`src/rtl/clk_sched_pkg.sv`:
```
// rtl/clk_sched_pkg.sv - shared types and constants for the PHY clock divider scheduler
package clk_sched_pkg;

  localparam int CNT_W_DEF = 4;
  localparam int RATIO_MIN = 2;

  typedef enum logic [1:0] {
    LOCK   = 2'd0,
    RUN    = 2'd1,
    DRAIN  = 2'd2,
    SWITCH = 2'd3
  } state_e;

endpackage

```
`src/rtl/div_counter.sv`:
```
// rtl/div_counter.sv - period counter producing the slow-domain strobe and divided clock
module div_counter
  import clk_sched_pkg::*;
#(
  parameter int CNT_W = CNT_W_DEF
) (
  input  logic             clk_i,
  input  logic             rst_i,
  input  logic             hold_i,
  input  logic             load_i,
  input  logic [CNT_W-1:0] ratio_i,
  output logic             terminal_o,
  output logic             en_slow_o,
  output logic             clk_slow_o
);

  logic [CNT_W-1:0] cnt_q, cnt_d;
  logic             en_q, en_d;
  logic             clk_q, clk_d;

  always_comb begin
    terminal_o = !hold_i && !load_i && (cnt_q == ratio_i);
    cnt_d      = cnt_q;
    en_d       = 1'b0;
    clk_d      = clk_q;
    // A load restarts the period without a strobe; clk_slow keeps its phase.
    if (load_i) begin
      cnt_d = CNT_W'(1);
    end else if (!hold_i) begin
      if (terminal_o) begin
        cnt_d = CNT_W'(1);
        en_d  = 1'b1;
        clk_d = ~clk_q;
      end else begin
        cnt_d = cnt_q + 1'b1;
      end
    end
  end

  always_ff @(posedge clk_i or posedge rst_i) begin
    if (rst_i) begin
      cnt_q <= CNT_W'(1);
      en_q  <= 1'b0;
      clk_q <= 1'b0;
    end else begin
      cnt_q <= cnt_d;
      en_q  <= en_d;
      clk_q <= clk_d;
    end
  end

  assign en_slow_o  = en_q;
  assign clk_slow_o = clk_q;

endmodule

```
`src/rtl/clk_div_sched.sv`:
```
// rtl/clk_div_sched.sv - lock sequencing and boundary-aligned ratio changes for the PHY clock divider
module clk_div_sched
  import clk_sched_pkg::*;
#(
  parameter int CNT_W    = CNT_W_DEF,
  parameter int DEF_DIV  = 5,
  parameter int LOCK_CYC = 8
) (
  input  logic             CLK,
  input  logic             reset,
  input  logic             hold,
  input  logic             div_req_valid,
  input  logic [CNT_W-1:0] div_req_ratio,
  output logic             div_req_ready,
  output logic             en_slow,
  output logic             clk_slow,
  output logic             locked,
  output logic [CNT_W-1:0] cur_ratio,
  output logic             err_bad_ratio
);

  localparam int LW = (LOCK_CYC > 1) ? $clog2(LOCK_CYC) : 1;

  state_e           state_q, state_d;
  logic [LW-1:0]    lock_cnt_q, lock_cnt_d;
  logic             locked_q, locked_d;
  logic [CNT_W-1:0] ratio_q, ratio_d;
  logic [CNT_W-1:0] pend_q, pend_d;
  logic             err_q, err_d;
  logic             terminal;
  logic             accept;

  div_counter #(.CNT_W(CNT_W)) u_div (
    .clk_i      (CLK),
    .rst_i      (reset),
    .hold_i     (hold),
    .load_i     ((state_q == SWITCH) && !hold),
    .ratio_i    (ratio_q),
    .terminal_o (terminal),
    .en_slow_o  (en_slow),
    .clk_slow_o (clk_slow)
  );

  always_comb begin
    state_d       = state_q;
    lock_cnt_d    = lock_cnt_q;
    locked_d      = locked_q;
    ratio_d       = ratio_q;
    pend_d        = pend_q;
    err_d         = 1'b0;
    div_req_ready = (state_q == RUN) && !hold;
    accept        = div_req_valid && div_req_ready;
    if (!hold) begin
      unique case (state_q)
        LOCK: begin
          if (terminal) begin
            if (lock_cnt_q == LW'(LOCK_CYC - 1)) begin
              state_d    = RUN;
              locked_d   = 1'b1;
              lock_cnt_d = '0;
            end else begin
              lock_cnt_d = lock_cnt_q + 1'b1;
            end
          end
        end
        RUN: begin
          // Re-requesting the active ratio is harmless and must not force a relock.
          if (accept) begin
            if (div_req_ratio < CNT_W'(RATIO_MIN)) begin
              err_d = 1'b1;
            end else if (div_req_ratio != ratio_q) begin
              pend_d   = div_req_ratio;
              locked_d = 1'b0;
              state_d  = DRAIN;
            end
          end
        end
        DRAIN: begin
          if (terminal) state_d = SWITCH;
        end
        SWITCH: begin
          ratio_d    = pend_q;
          lock_cnt_d = '0;
          state_d    = LOCK;
        end
        default: state_d = LOCK;
      endcase
    end
  end

  always_ff @(posedge CLK or posedge reset) begin
    if (reset) begin
      state_q    <= LOCK;
      lock_cnt_q <= '0;
      locked_q   <= 1'b0;
      ratio_q    <= CNT_W'(DEF_DIV);
      pend_q     <= CNT_W'(DEF_DIV);
      err_q      <= 1'b0;
    end else begin
      state_q    <= state_d;
      lock_cnt_q <= lock_cnt_d;
      locked_q   <= locked_d;
      ratio_q    <= ratio_d;
      pend_q     <= pend_d;
      err_q      <= err_d;
    end
  end

  assign locked        = locked_q;
  assign cur_ratio     = ratio_q;
  assign err_bad_ratio = err_q;

endmodule

```
`config.mk`:
```
export PLATFORM = sky130hd
export DESIGN_NAME = clk_div_sched
export DESIGN_NICKNAME = d
export VERILOG_FILES = /design/src/rtl/clk_sched_pkg.sv /design/src/rtl/div_counter.sv /design/src/rtl/clk_div_sched.sv
export SDC_FILE = /design/constraint.sdc
export NUM_CORES = 1
export LEC_CHECK = 0
export ABC_AREA = 1
export CORE_UTILIZATION = 40
export CTS_CLUSTER_SIZE = 16
export DETAILED_ROUTE_END_ITERATION = 12
export HOLD_SLACK_MARGIN = 0.06
export SYNTH_ARGS = -nofsm -noshare
export SYNTH_HDL_FRONTEND = slang
export SYNTH_SLANG_ARGS = --single-unit
```
`constraint.sdc`:
```
create_clock -name CLK -period 2.67 [get_ports CLK]
set_input_delay 0.534 -clock CLK [delete_from_list [all_inputs] [get_ports CLK]]
set_output_delay 0.534 -clock CLK [all_outputs]
set_load 0.05 [all_outputs]
```
==> results of run 1 <==
stage by stage:
| step | util (%) | power [mW] | area [um^2] | hold WS [ns] |
|---|---|---|---|---|
| after floorplan | - | 1.21 | 1230 | 0.456 |
| after global placement | 50.8 | 1.42 | 1440 | 0.462 |
| after detailed placement | 50.8 | 1.43 | 1440 | 0.469 |
| after CTS | 51.7 | 1.60 | 1460 | 0.486 |
| after global routing | 51.7 | 1.72 | 1460 | 0.495 |
| final | 51.7 | 1.59 | 1460 | 0.487 |
per-layer routing:
| metal | vias up | track usage [%] | wire (um) |
|---|---|---|---|
| li1 | 526 | - | - |
| met1 | 471 | 24.0 | 1230 |
| met2 | 22 | 25.6 | 1070 |
| met3 | 4 | 2.72 | 119 |
| met4 | 0 | 7.67 | 31 |
| met5 | - | 0 | 0 |
worst max-delay path by stage:
stage                           from            to  cells past startpoint
finish                  cur_ratio[0]  cur_ratio[0]                      1
detailed placement  div_req_ratio[2]    state_q[1]                     11
floorplan                 state_q[1]    state_q[0]                     10
global route            cur_ratio[2]  cur_ratio[2]                      1
CTS                     cur_ratio[0]  cur_ratio[0]                      1
global placement    div_req_ratio[2]    state_q[0]                     11
registers in the layout, indices dropped and copies added (netlist names):
name              cells
u_div.clk_slow_o      1
locked                1
cur_ratio             4
lock_cnt_q            3
pend_q                4
err_bad_ratio         1
state_q               2
u_div.cnt_q           4
u_div.en_slow_o       1
cells by family (layout without fill, tap and decap cells):
kind of cell | Yosys count | after routing | synth area share (%)
flip-flops | 21 | 21 | 43.3
AO/OA/AOI/OAI | 18 | 18 | 8.96
XOR/XNOR | 3 | 3 | 2.14
buffers and inverters | 25 | 45 | 7.64
adder cells (fa/ha/maj) | 8 | 8 | 8.15
AND/OR/NAND/NOR | 81 | 81 | 29.8
cells in the mapped netlist, drive strengths merged:
| master | instances |
|---|---|
| xor2 | 1 |
| nand2 | 56 |
| o22ai | 2 |
| nand3 | 9 |
| a21oi | 1 |
| nor3 | 1 |
| xnor2 | 2 |
| dfstp | 5 |
| nand4 | 1 |
| nor4 | 1 |
| a211oi | 1 |
| ha | 8 |
| o21ai | 13 |
| a21boi | 1 |
| inv | 25 |
| nor2 | 12 |
| or2 | 1 |
| dfrtp | 16 |
layout make-up:
| class | instances | area share [%] |
|---|---|---|
| clock buffer | 4 | 1.79 |
| tap | 31 | 2.65 |
| timing repair buffer | 16 | 11.6 |
| inverter | 25 | 6.41 |
| multi-input combinational | 110 | 41.2 |
| sequential | 21 | 36.3 |
power breakdown:
group	internal, mW	switching (mW)	leakage [nW]
combinational	0.323	0.530	0.449
clock	0.0584	0.108	0.0150
sequential	0.468	0.104	0.256
total	0.849	0.742	0.720
==> run_results.csv, run 1 <==
group,metric,value,unit
status,outcome,"finished clean",
sta,period_share,84.4,%
cts,clock_insertion_delay_worst_skew,0.31,ns
floorplan,die-width,57.4,um
global_routing,grt_antenna_before_repair,0,
logic_synthesis,postSynthNetCount,172,
finish,area_of_the_multi_input_gates,603,um^2
cts,clock_tree_from_tritoncts,"done",
finish,final-seq-area,532,um^2
floorplan,core_region_area,0.00283,mm^2
placed_design,place_hpwl,1930,um
global_routing,grt_pass1_vias,961,
cts,postCtsResizedCells,0,
sta,worst_clock_skew,0.00473,ns
setup_path,cp-start-kind,"flop",
placed_design,port-buffer-count,16,
cts,clockRootBuffer,"sky130_fd_sc_hd__clkbuf_4",
setup_path,crit_path_end_kind,"output pin",
setup_path,slowest_stage,"sky130_fd_sc_hd__clkdlybuf4s50_1",
detailed_routing,viasPerCell,4.94,
cts,clk_transition_reported_paths,0.13,ns
logic_synthesis,ys_warn_count,0,
logic_synthesis,syn_avg_cell_area,7.88,um^2
global_routing,grt_start_max_net_pins,22,
logic_synthesis,synthCells,156,
finish,total_inserted_antenna_cells,0,
cts,post-cts-setup-buffers,0,
finish,layout.cells.most_common,"sky130_fd_sc_hd__nand2_1",
logic_synthesis,syn-cell-area,0.00123,mm^2
setup_path,worst_r2r_path_depth,10,
floorplan,ios,17,
finish,final_cell_mix,"52 x sky130_fd_sc_hd__nand2_1, 21 x sky130_fd_sc_hd__inv_1, 16 x sky130_fd_sc_hd__dfrtp_1",
detailed_routing,remaining_drc_errors,0,
floorplan,placement_rows,19,
global_routing,wire_length_of_the_first_global_routing_pass,4290,um
setup_path,arrival,1.72,ns
finish,layout.filler_cells,265,
detailed_routing,route.detailed.wl_per_inst,11.9,um
setup_path,required_time_at_the_worst_slack_endpoint,2.14,ns
global_routing,globalRouteTotalUtil,17.0,%
floorplan,initial_utilization,43.4,%
detailed_routing,count_of_routing_violations_after_the_opening_detailed_route_iteration,28,
logic_synthesis,yosys.area.top_type_share,32.6,%
logic_synthesis,synth-seq-area-share,43.3,%
logic_synthesis,synth.ff_latch_count,21,
sta,timing_hold_violations_final,0,
global_routing,overflow,0,
detailed_routing,drt_pre_antenna_iters,4,
setup_path,crit_chain,"clkdlybuf4s50_1",
detailed_routing,detailroute.via_count,1023,
detailed_routing,postRouteWirelength,2450,um
placed_design,total_placed_cells_including_tap_cells,203,
power,peakVddDrop,706,uV
setup_path,cp_top_family,"buffers and inverters",
cts,cts_num_sinks,21,
finish,numnets_final,193,
finish,layout-area-overhead-vs-synth,19.1,%
sta,timing_max_transition_violations_final,0,
cts,number_of_buffers_inserted_for_hold_repair_after_clock_tree_synthesis,0,
setup_path,critical-path-max-stage-delay,0.81,ns
sta,worst_slack,0.417,ns
worst_hold_path,whs_path_depth,1,
logic_synthesis,synthDistinctLibCells,24,
logic_synthesis,yosys.area.top_type,"sky130_fd_sc_hd__dfrtp_1",
sta,report.final.setup_viol,0,
worst_hold_path,worst_case_hold_path_end_point,"u_div.clk_slow_o",
worst_hold_path,hold_path_class,"flop to flop",
setup_path,register_to_register_setup_slack,0.87,ns
sta,worstMarginPinSlew,0.782,ns
finish,final_layout_size_suffix_gt1_share,15.9,%
sta,setup_tns,0,ns
detailed_routing,antenna_violating_nets_post_route,0,
worst_hold_path,hold_path.startpoint,"u_div.clk_slow_o",
cts,cts_inserted_buffers,3,
floorplan,die_h,57.4,um
placed_design,place_congestion,0.858,
setup_path,worst-path-max-fanout,5,
setup_path,timing.setup.critical_path_class,"flop to output pin",
sta,grt_setup_unrepaired,"false",
setup_path,path_buf_inv,1,
logic_synthesis,post_synth_main_area_contributors,"sky130_fd_sc_hd__dfrtp_1 33%, sky130_fd_sc_hd__nand2_1 16%, sky130_fd_sc_hd__dfstp_2 11%",
cts,max-clock-path-buffers,2,
power,power.static_leakage,0.720,nW
sta,max_freq,444,MHz
floorplan,fp.dieArea,0.00330,mm^2
finish,layoutNonFillerInstCount,207,
flow_run,max_cap_viol_count,0,
power,power_density,1090,mW/mm^2
setup_path,reg2reg_to,"state_q[1]",
sta,final_critical_period,2.25,ns
sta,slew_headroom,47.8,%
cts,htreeDepth,1,
setup_path,timing.rr.start,"state_q[1]",
placed_design,placement.setup.worst_slack,0.600,ns
No activity file was read; power rests on OpenSTA's default activity.
==> run 2, diff against run 1 <==
- clock period: 2.67 -> 2.05 ns (I/O delays scaled with it)
==> run 2 against run 1 <==
Against the previous run:
- cell area grew 0.60%
- critical endpoint is now div_req_ready
- power rose by 30%
- non-clock buffer count is 1 higher
- critical path type unchanged
- highest routed layer unchanged
==> run_results.csv, run 2 (synthesis results as in run 1) <==
group,metric,value,unit
setup_path,slowest_stage,"sky130_fd_sc_hd__dfrtp_1",
global_routing,grt_start_max_net_pins,22,
global_routing,wire_length_of_the_first_global_routing_pass,4240,um
detailed_routing,viasPerCell,4.82,
setup_path,cp-start-kind,"flop",
detailed_routing,met2_length,1120,um
sta,worst_clock_skew,0.00501,ns
sta,max_freq,518,MHz
sta,worst_hold_check_slack,0.405,ns
finish,layout.filler_cells,271,
placed_design,place_hpwl,1930,um
cts,cts_num_sinks,21,
floorplan,core_region_area,0.00283,mm^2
worst_hold_path,hold_path_class,"primary input to asynchronous set/reset pin",
detailed_routing,dr_wl_met3,108,um
power,power_density,1400,mW/mm^2
setup_path,timing.rr.start,"state_q[1]",
finish,layout.cells.most_common,"sky130_fd_sc_hd__nand2_1",
sta,period_share,94.2,%
sta,report.final.setup_viol,0,
cts,cts_inserted_buffers,3,
cts,htreeDepth,1,
setup_path,arrival,1.52,ns
sta,timing_hold_violations_final,0,
finish,final-seq-area,532,um^2
detailed_routing,remaining_drc_errors,0,
detailed_routing,route.detailed.wl_per_inst,12.0,um
detailed_routing,postRouteWirelength,2500,um
finish,total_inserted_antenna_cells,0,
global_routing,grt_antenna_before_repair,0,
global_routing,globalRouteTotalUtil,17.1,%
setup_path,path_buf_inv,3,
detailed_routing,topRoutingLayerUsed,"met4",
floorplan,die-width,57.4,um
finish,final_layout_size_suffix_gt1_share,18.1,%
floorplan,ios,17,
floorplan,placement_rows,19,
cts,clk_transition_reported_paths,0.14,ns
cts,clockRootBuffer,"sky130_fd_sc_hd__clkbuf_4",
finish,area_of_the_multi_input_gates,603,um^2
global_routing,overflow,0,
floorplan,die_h,57.4,um
power,peakVddDrop,804,uV
cts,max-clock-path-buffers,2,
setup_path,crit_chain,"inv_1, ha_1, inv_1, nor2_2, buf_12",
placed_design,port-buffer-count,16,
finish,layout-area-overhead-vs-synth,19.9,%
setup_path,worst-path-max-fanout,4,
setup_path,critical_path.most_common_cell,"sky130_fd_sc_hd__inv_1",
power,power.static_leakage,0.764,nW
finish,layoutNonFillerInstCount,208,
cts,post-cts-setup-buffers,0,
status,outcome,"finished clean",
floorplan,fp.dieArea,0.00330,mm^2
finish,numnets_final,194,
setup_path,timing.setup.critical_path_class,"flop to output pin",
setup_path,critical-path-max-stage-delay,0.44,ns
cts,number_of_buffers_inserted_for_hold_repair_after_clock_tree_synthesis,0,
sta,grt_setup_unrepaired,"false",
placed_design,dpl_cell_area,0.00144,mm^2
setup_path,register_to_register_setup_slack,0.26,ns
power,power.total,2.06,mW
sta,timing_max_transition_violations_final,0,
detailed_routing,wl_met1,1250,um
detailed_routing,detailroute.via_count,1003,
setup_path,worst_r2r_path_depth,10,
finish,final_cell_mix,"52 x sky130_fd_sc_hd__nand2_1, 21 x sky130_fd_sc_hd__inv_1, 16 x sky130_fd_sc_hd__dfrtp_1",
sta,worstMarginPinSlew,0.507,ns
flow_run,max_cap_viol_count,0,
sta,slew_headroom,66.1,%
finish,design_area,0.00147,mm^2
setup_path,cp_top_family,"flip-flops",
setup_path,required_time_at_the_worst_slack_endpoint,1.64,ns
setup_path,crit_path_end_kind,"output pin",
global_routing,grt_pass1_vias,985,
cts,clock_insertion_delay_worst_skew,0.31,ns
setup_path,reg2reg_to,"state_q[0]",
placed_design,total_placed_cells_including_tap_cells,204,
detailed_routing,drt_pre_antenna_iters,4,
placed_design,place_congestion,0.855,
detailed_routing,antenna_violating_nets_post_route,0,
cts,clock_tree_from_tritoncts,"done",
sta,final_critical_period,1.93,ns
detailed_routing,count_of_routing_violations_after_the_opening_detailed_route_iteration,57,
sta,setup_tns,0,ns
floorplan,initial_utilization,43.4,%
==> run 2: cell count changes in the layout (fill, tap and decap cells not counted), sizes merged <==
cell           change
clkbuf             -1
dlymetal6s2s       +2
clkinv             +1
buf                +3
clkdlybuf4s50      -4
==> run 2: final cells by class <==
class,instances,share of cell area (%)
clock buffers,3,1.53
clock inverters,1,0.340
inverters,25,6.37
multi-input cells,110,41.0
flip-flops and latches,21,36.1
well taps,31,2.63
repair buffers,17,12.1
==> run 2: routing by layer <==
layer | GRT usage (%) | vias up
met2 | 27.2 | 17
met1 | 22.9 | 454
met4 | 7.32 | 0
met3 | 2.95 | 2
met5 | 0 | -
li1 | - | 530
==> run 2: worst max path at each step <==
stage,startpoint,to,slack [ns],cells after the start
after floorplan,state_q[1],state_q[0],0.05,10
after global placement,div_req_ratio[2],state_q[1],0.13,11
after detailed placement,div_req_ratio[2],state_q[0],0.11,11
after CTS,cur_ratio[1],cur_ratio[1],0.02,1
after global routing,state_q[1],div_req_ready,0.02,5
final,state_q[1],div_req_ready,0.12,5
==> run 2: worst reg2reg max path, cell delays in order, from the launching register on <==
cell and delay [ns]:
sky130_fd_sc_hd__dfrtp_1 0.44, sky130_fd_sc_hd__inv_1 0.15, sky130_fd_sc_hd__ha_1 0.22, sky130_fd_sc_hd__inv_1 0.09
sky130_fd_sc_hd__nor2_2 0.15, sky130_fd_sc_hd__nand2_1 0.15, sky130_fd_sc_hd__nand2_1 0.13, sky130_fd_sc_hd__a21boi_1 0.16
sky130_fd_sc_hd__nand3_1 0.10, sky130_fd_sc_hd__nand2_1 0.07, sky130_fd_sc_hd__nand2_1 0.05
==> run 2: timing repair <==
action	CTS	global route
endpoints found under the setup margin	0	2
endpoints found under the hold margin	0	0
gates resized for setup	0	2
==> run 2: where the power goes <==
part / leakage [nW] / internal [mW] / switching (mW)
clock: 0.0177 / 0.0730 / 0.144
sequential: 0.256 / 0.609 / 0.134
combinational: 0.490 / 0.418 / 0.684
total: 0.764 / 1.10 / 0.963
==> run 2: metrics by stage <==
step / utilization [%] / setup slack [ns]
2_1_floorplan: - / 0.0540
3_3_place_gp: 50.9 / 0.133
3_5_place_dp: 50.9 / 0.106
4_1_cts: 51.9 / 0.0244
5_1_grt: 52.1 / 0.0220
6_report: 52.1 / 0.119
